`config.mk`:
```
export PLATFORM = sky130hd
export DESIGN_NAME = chino_sopc_bus
export DESIGN_NICKNAME = d
export VERILOG_FILES = /design/src/rtl/chino_sopc_bus_pkg.sv /design/src/rtl/chino_bus_decode.sv /design/src/rtl/chino_sopc_bus.sv
export SDC_FILE = /design/constraint.sdc
export NUM_CORES = 1
export LEC_CHECK = 0
export ABC_AREA = 1
export CORE_AREA = 2 2 93 161
export DETAILED_ROUTE_END_ITERATION = 8
export DIE_AREA = 0 0 95 163
export PLACE_DENSITY = 0.85
export SLEW_MARGIN = 20
export SYNTH_ARGS = -nofsm -noshare
export SYNTH_HDL_FRONTEND = slang
export SYNTH_SLANG_ARGS = --single-unit
```
`constraint.sdc`:
```
create_clock -name clk -period 2.1 [get_ports clk]
set_clock_uncertainty 0.15 [all_clocks]
set_input_delay 0.42 -clock clk [delete_from_list [all_inputs] [get_ports clk]]
set_output_delay 0.42 -clock clk [all_outputs]
set_load 0.1 [all_outputs]
```
`src/rtl/chino_sopc_bus_pkg.sv`:
```
// +--------------------------------------------------------------------+
// | chino_sopc_bus_pkg : shared FSM encodings and bus defaults           |
// | Rev 1.0                                                              |
// +--------------------------------------------------------------------+
`default_nettype none

package chino_sopc_bus_pkg;

  localparam int DEF_SEL_BITS = 4;
  localparam int DEF_TIMEOUT  = 15;

  typedef enum logic [1:0] {
    BUS_IDLE = 2'd0,
    BUS_REQ  = 2'd1,
    BUS_RESP = 2'd2
  } bus_state_t;

endpackage

`default_nettype wire

```
`src/rtl/chino_bus_decode.sv`:
```
// +--------------------------------------------------------------------+
// | chino_bus_decode : top address bits -> slave index and map hit       |
// | Rev 1.0                                                              |
// +--------------------------------------------------------------------+
`default_nettype none

module chino_bus_decode
  import chino_sopc_bus_pkg::*;
#(
  parameter int SEL_BITS = DEF_SEL_BITS,
  parameter int NUM_SLV  = 4
) (
  input  logic [SEL_BITS-1:0] i_addr_top,
  output logic [SEL_BITS-1:0] o_idx,
  output logic                o_hit
);

  // One extra bit so NUM_SLV == 2**SEL_BITS still compares correctly
  localparam logic [SEL_BITS:0] C_NUM_SLV = (SEL_BITS+1)'(NUM_SLV);

  assign o_idx = i_addr_top;
  assign o_hit = ({1'b0, i_addr_top} < C_NUM_SLV);

endmodule

`default_nettype wire

```
`src/rtl/chino_sopc_bus.sv`:
```
// +--------------------------------------------------------------------+
// | chino_sopc_bus : core data port to NUM_SLV slaves, ack/timeout FSM   |
// | Rev 1.0                                                              |
// +--------------------------------------------------------------------+
`default_nettype none

module chino_sopc_bus
  import chino_sopc_bus_pkg::*;
#(
  parameter int ADDR_W   = 32,
  parameter int DATA_W   = 32,
  parameter int NUM_SLV  = 4,
  parameter int SEL_BITS = DEF_SEL_BITS,
  parameter int TIMEOUT  = DEF_TIMEOUT
) (
  input  logic                    clk,
  input  logic                    rst,
  input  logic                    m_ce_i,
  input  logic                    m_we_i,
  input  logic [ADDR_W-1:0]       m_addr_i,
  input  logic [DATA_W/8-1:0]     m_sel_i,
  input  logic [DATA_W-1:0]       m_data_i,
  output logic [DATA_W-1:0]       m_data_o,
  output logic                    m_stall_o,
  output logic                    m_err_o,
  output logic [NUM_SLV-1:0]      s_ce_o,
  output logic                    s_we_o,
  output logic [ADDR_W-1:0]       s_addr_o,
  output logic [DATA_W/8-1:0]     s_sel_o,
  output logic [DATA_W-1:0]       s_data_o,
  input  logic [NUM_SLV*DATA_W-1:0] s_data_i,
  input  logic [NUM_SLV-1:0]      s_ack_i
);

  localparam int CNT_W = $clog2(TIMEOUT + 1);
  localparam logic [CNT_W-1:0] C_TIMEOUT = CNT_W'(TIMEOUT);

  bus_state_t              r_state;
  logic [CNT_W-1:0]        r_cnt;
  logic [SEL_BITS-1:0]     r_idx;
  logic                    r_we;
  logic [ADDR_W-1:0]       r_addr;
  logic [DATA_W/8-1:0]     r_sel;
  logic [DATA_W-1:0]       r_wdata;
  logic [DATA_W-1:0]       r_rdata;
  logic                    r_err;
  logic [NUM_SLV-1:0]      r_s_ce;

  logic [SEL_BITS-1:0]     w_idx;
  logic                    w_hit;
  logic [NUM_SLV-1:0]      w_onehot;
  logic                    w_ack;
  logic [DATA_W-1:0]       w_rdata;

  chino_bus_decode #(
    .SEL_BITS (SEL_BITS),
    .NUM_SLV  (NUM_SLV)
  ) u_decode (
    .i_addr_top (m_addr_i[ADDR_W-1 -: SEL_BITS]),
    .o_idx      (w_idx),
    .o_hit      (w_hit)
  );

  always_comb begin
    w_onehot = '0;
    for (int k = 0; k < NUM_SLV; k++) begin
      w_onehot[k] = (w_idx == SEL_BITS'(k));
    end
  end

  // Only the latched slave's ack and data are visible to the FSM
  always_comb begin
    w_ack   = 1'b0;
    w_rdata = '0;
    for (int k = 0; k < NUM_SLV; k++) begin
      if (r_idx == SEL_BITS'(k)) begin
        w_ack   = s_ack_i[k];
        w_rdata = s_data_i[k*DATA_W +: DATA_W];
      end
    end
  end

  always_ff @(posedge clk or negedge rst) begin
    if (!rst) begin
      r_state <= BUS_IDLE;
      r_cnt   <= '0;
      r_idx   <= '0;
      r_we    <= 1'b0;
      r_addr  <= '0;
      r_sel   <= '0;
      r_wdata <= '0;
      r_rdata <= '0;
      r_err   <= 1'b0;
      r_s_ce  <= '0;
    end else begin
      case (r_state)
        BUS_IDLE: begin
          if (m_ce_i) begin
            r_idx   <= w_idx;
            r_we    <= m_we_i;
            r_addr  <= m_addr_i;
            r_sel   <= m_sel_i;
            r_wdata <= m_data_i;
            r_cnt   <= '0;
            if (w_hit) begin
              r_state <= BUS_REQ;
              r_s_ce  <= w_onehot;
            end else begin
              r_state <= BUS_RESP;
              r_rdata <= '0;
              r_err   <= 1'b1;
            end
          end
        end
        BUS_REQ: begin
          // Ack takes priority over a coincident timeout
          if (w_ack) begin
            r_state <= BUS_RESP;
            r_s_ce  <= '0;
            r_rdata <= r_we ? '0 : w_rdata;
            r_err   <= 1'b0;
          end else if (r_cnt == C_TIMEOUT) begin
            r_state <= BUS_RESP;
            r_s_ce  <= '0;
            r_rdata <= '0;
            r_err   <= 1'b1;
          end else begin
            r_cnt <= r_cnt + CNT_W'(1);
          end
        end
        BUS_RESP: begin
          r_state <= BUS_IDLE;
          r_err   <= 1'b0;
        end
        default: begin
          r_state <= BUS_IDLE;
          r_s_ce  <= '0;
          r_err   <= 1'b0;
        end
      endcase
    end
  end

  assign m_stall_o = ((r_state == BUS_IDLE) && m_ce_i) || (r_state == BUS_REQ);
  assign m_data_o  = r_rdata;
  assign m_err_o   = r_err;
  assign s_ce_o    = r_s_ce;
  assign s_we_o    = r_we;
  assign s_addr_o  = r_addr;
  assign s_sel_o   = r_sel;
  assign s_data_o  = r_wdata;

endmodule

`default_nettype wire

```
==> run metrics <==
yosys warns 0; Die Area 15500 um^2; Cell Pwr Density 1720 nW/um^2; net count reported at finish 1102; CTS tree yes; Routed Antenna Nets 0; met3 wire len 1.61 mm; most common cell after layout, fill and taps aside clkdlybuf4s50_1; library cells used by synthesis 21; final setup vio count 0; root buf cell clkbuf_16; GR Overflow Total 0; FF+latch count, synth 112; Net Count, Synth 796; share of cells above drive strength 1 25.3%; Die W 95 um; antenna violations before repair 1; slew margin rel. 65.2%; Vias per Instance 5.09; period utilization 92.6%; ant diodes 0; H-tree levels 3; PortBufs 310; Synth Instances 591; Maximum Capacitance Violations 0; critical path's slowest cell dfrtp_1; Synth Area per Inst 9.17 um^2; most frequent cells in the layout 202 x clkdlybuf4s50_1, 152 x nand2_1, 108 x dfrtp_1, 107 x buf_4, 73 x nand3_1; Largest stage delay, worst path 0.41 ns; cell taking the most area after synthesis dfrtp_1; vias in the first global route 5617; unrepaired setup endpoints after global routing no; Hold WC Path Type register to register; crit end category output pin; Longest Clk Path Bufs 2; clock tree sinks 112; Crit path max-delay family simple AND/OR/NAND/NOR gates; routability cong. 0.864; post-synth top area share 51.7%; routed wl met2 10.2 mm; largest net degree at the start of global routing 55; CP required 1.53 ns; Leak 4.24 nW; Final Hold Fails 0; top post-synthesis cells by area dfrtp_1 52%, mux2_2 14%, nand2_1 11%; worst path cell trace nor2_2, nand2_4, nand2_2, buf_12; Peak VDD IR 0.00142 V; WL per Instance 17.0 um; fill count 1174; Hold Crit Depth 2; Finished Cell Area 9080 um^2; Seq/Total Area, Yosys 51.7%; DIE HEIGHT 163 um; Cell Rows 58; worst r2r path cells 9; GRT Total Usage 23.0%; top-level I/O count 311; FMAX 0.514 GHz; Starting DRT DRC Count 181; Top Layer Used met5; Setup CP Type register to output pin; Worst Path Buf+Inv 1; Total Wirelength 18.4 mm; TritonRoute pass-1 iters 5; Final min period 1.94 ns; post-synthesis cell area 5420 um^2; Post-CTS Setup Repair Bufs 0; met1 WL 6.09 mm; Worst-Margin Slew 0.522 ns; Syn-to-layout area delta 67.6%; Worst setup SP type register; initial core utilization 37.9%; clk slew on worst S/H paths 0.08 ns; area of the core 14300 um^2; # DRC 0; WP data arrival 1.37 ns; Critical Path Stages 4; status finished, final reports clean; crit-path max FO 5; Worst-Skew Late Latency 0.34 ns; setup_tns 0 ns; Num CTS Buffers 9; DR vias 5502; Slew Limit Fails 0; first-pass GRT wire length 27.5 mm; HPWL Detailed 14.3 mm; dpl cell area 8780 um^2; total power 15.6 mW
==> cell usage after synthesis (all sizes together) <==
master  number
nor3         6
o31ai        1
nand3       75
ha           1
nor2        13
inv         46
nand2      154
or2          1
clkbuf      24
nand4       37
o21ai       37
a21oi        3
xor2         1
mux2        67
dfrtp      112
buf         13
==> worst reg2reg max path, cell delays in order (launching register included) <==
cell and delay [ns]:
dfrtp_2 0.44, nor2_4 0.25, inv_2 0.12, nor3_4 0.19
nand2_1 0.11, nand3_2 0.13, nand3_2 0.11, buf_12 0.19
nand2_1 0.09, nand2_1 0.05
==> per-layer routing <==
metal | vias to the layer above | track usage (%)
met4 | 2 | 8.56
met3 | 30 | 6.89
met1 | 2642 | 22.5
met2 | 239 | 44.0
li1 | 2589 | -
met5 | - | 0
==> cell type report <==
cell class | count | area (um^2) | share of cell area, %
inverters | 46 | 173 | 1.90
well taps | 180 | 225 | 2.48
repair buffers | 332 | 3280 | 36.1
clock buffers | 10 | 239 | 2.63
multi-input cells | 396 | 2310 | 25.5
clock inverters | 5 | 41.3 | 0.455
flip-flops and latches | 112 | 2810 | 31.0
==> registers in the layout (all words and copies together) (netlist names) <==
register  flops
m_data_o     32
s_we_o        1
r_cnt         4
r_state       2
r_idx         4
s_sel_o       4
s_ce_o        4
s_addr_o     28
s_data_o     32
m_err_o       1
==> kinds of logic (layout without fill, tap and decap cells) <==
| group | count (synthesis) | in the layout | synth area share [%] |
|---|---|---|---|
| XOR/XNOR | 1 | 1 | 0.162 |
| buffers and inverters | 83 | 393 | 6.05 |
| adder cells (fa/ha/maj) | 1 | 1 | 0.231 |
| multiplexers | 67 | 67 | 13.9 |
| flip-flops | 112 | 112 | 51.7 |
| AND/OR/NAND/NOR | 286 | 286 | 24.1 |
| AO/OA/AOI/OAI | 41 | 41 | 3.83 |
==> metrics by stage <==
| stage | hold WS (ns) | util [%] | instances | setup WS (ns) |
|---|---|---|---|---|
| final | 0.326 | 63.5 | 1081 | 0.156 |
| after global routing | 0.358 | 63.5 | 1081 | 0.0331 |
| after CTS | 0.329 | 63.5 | 1081 | 0.0497 |
| after detailed placement | 0.276 | 61.4 | 1065 | 0.138 |
| after global placement | 0.266 | 61.4 | 1065 | 0.179 |
| after floorplan | -0.0256 | - | 591 | 0.0415 |
==> power by group <==
group | total, mW | internal (mW) | switching, mW
Sequential | 3.47 | 2.94 | 0.531
Clock | 1.64 | 0.841 | 0.802
Combinational | 10.5 | 2.82 | 7.69
Total | 15.6 | 6.59 | 9.02
==> worst paths after layout <==
path | start | endpoint | slack (ns)
min | m_data_o[29] | m_data_o[29] | 0.33
min reg2reg | m_data_o[29] | m_data_o[29] | 0.33
min in group asynchronous | rst | m_data_o[10] | 0.42
max | r_state[0] | m_stall_o | 0.16
max in group asynchronous | rst | s_data_o[18] | 0.69
max reg2reg | r_idx[3] | m_data_o[7] | 0.16
==> repair_timing <==
item	4_1_cts	5_1_grt
hold endpoints to repair	30	0
endpoints found under the setup margin	0	1
resized for setup	0	1
hold buffers	1	0
No activity file was read; power rests on OpenSTA's default activity.
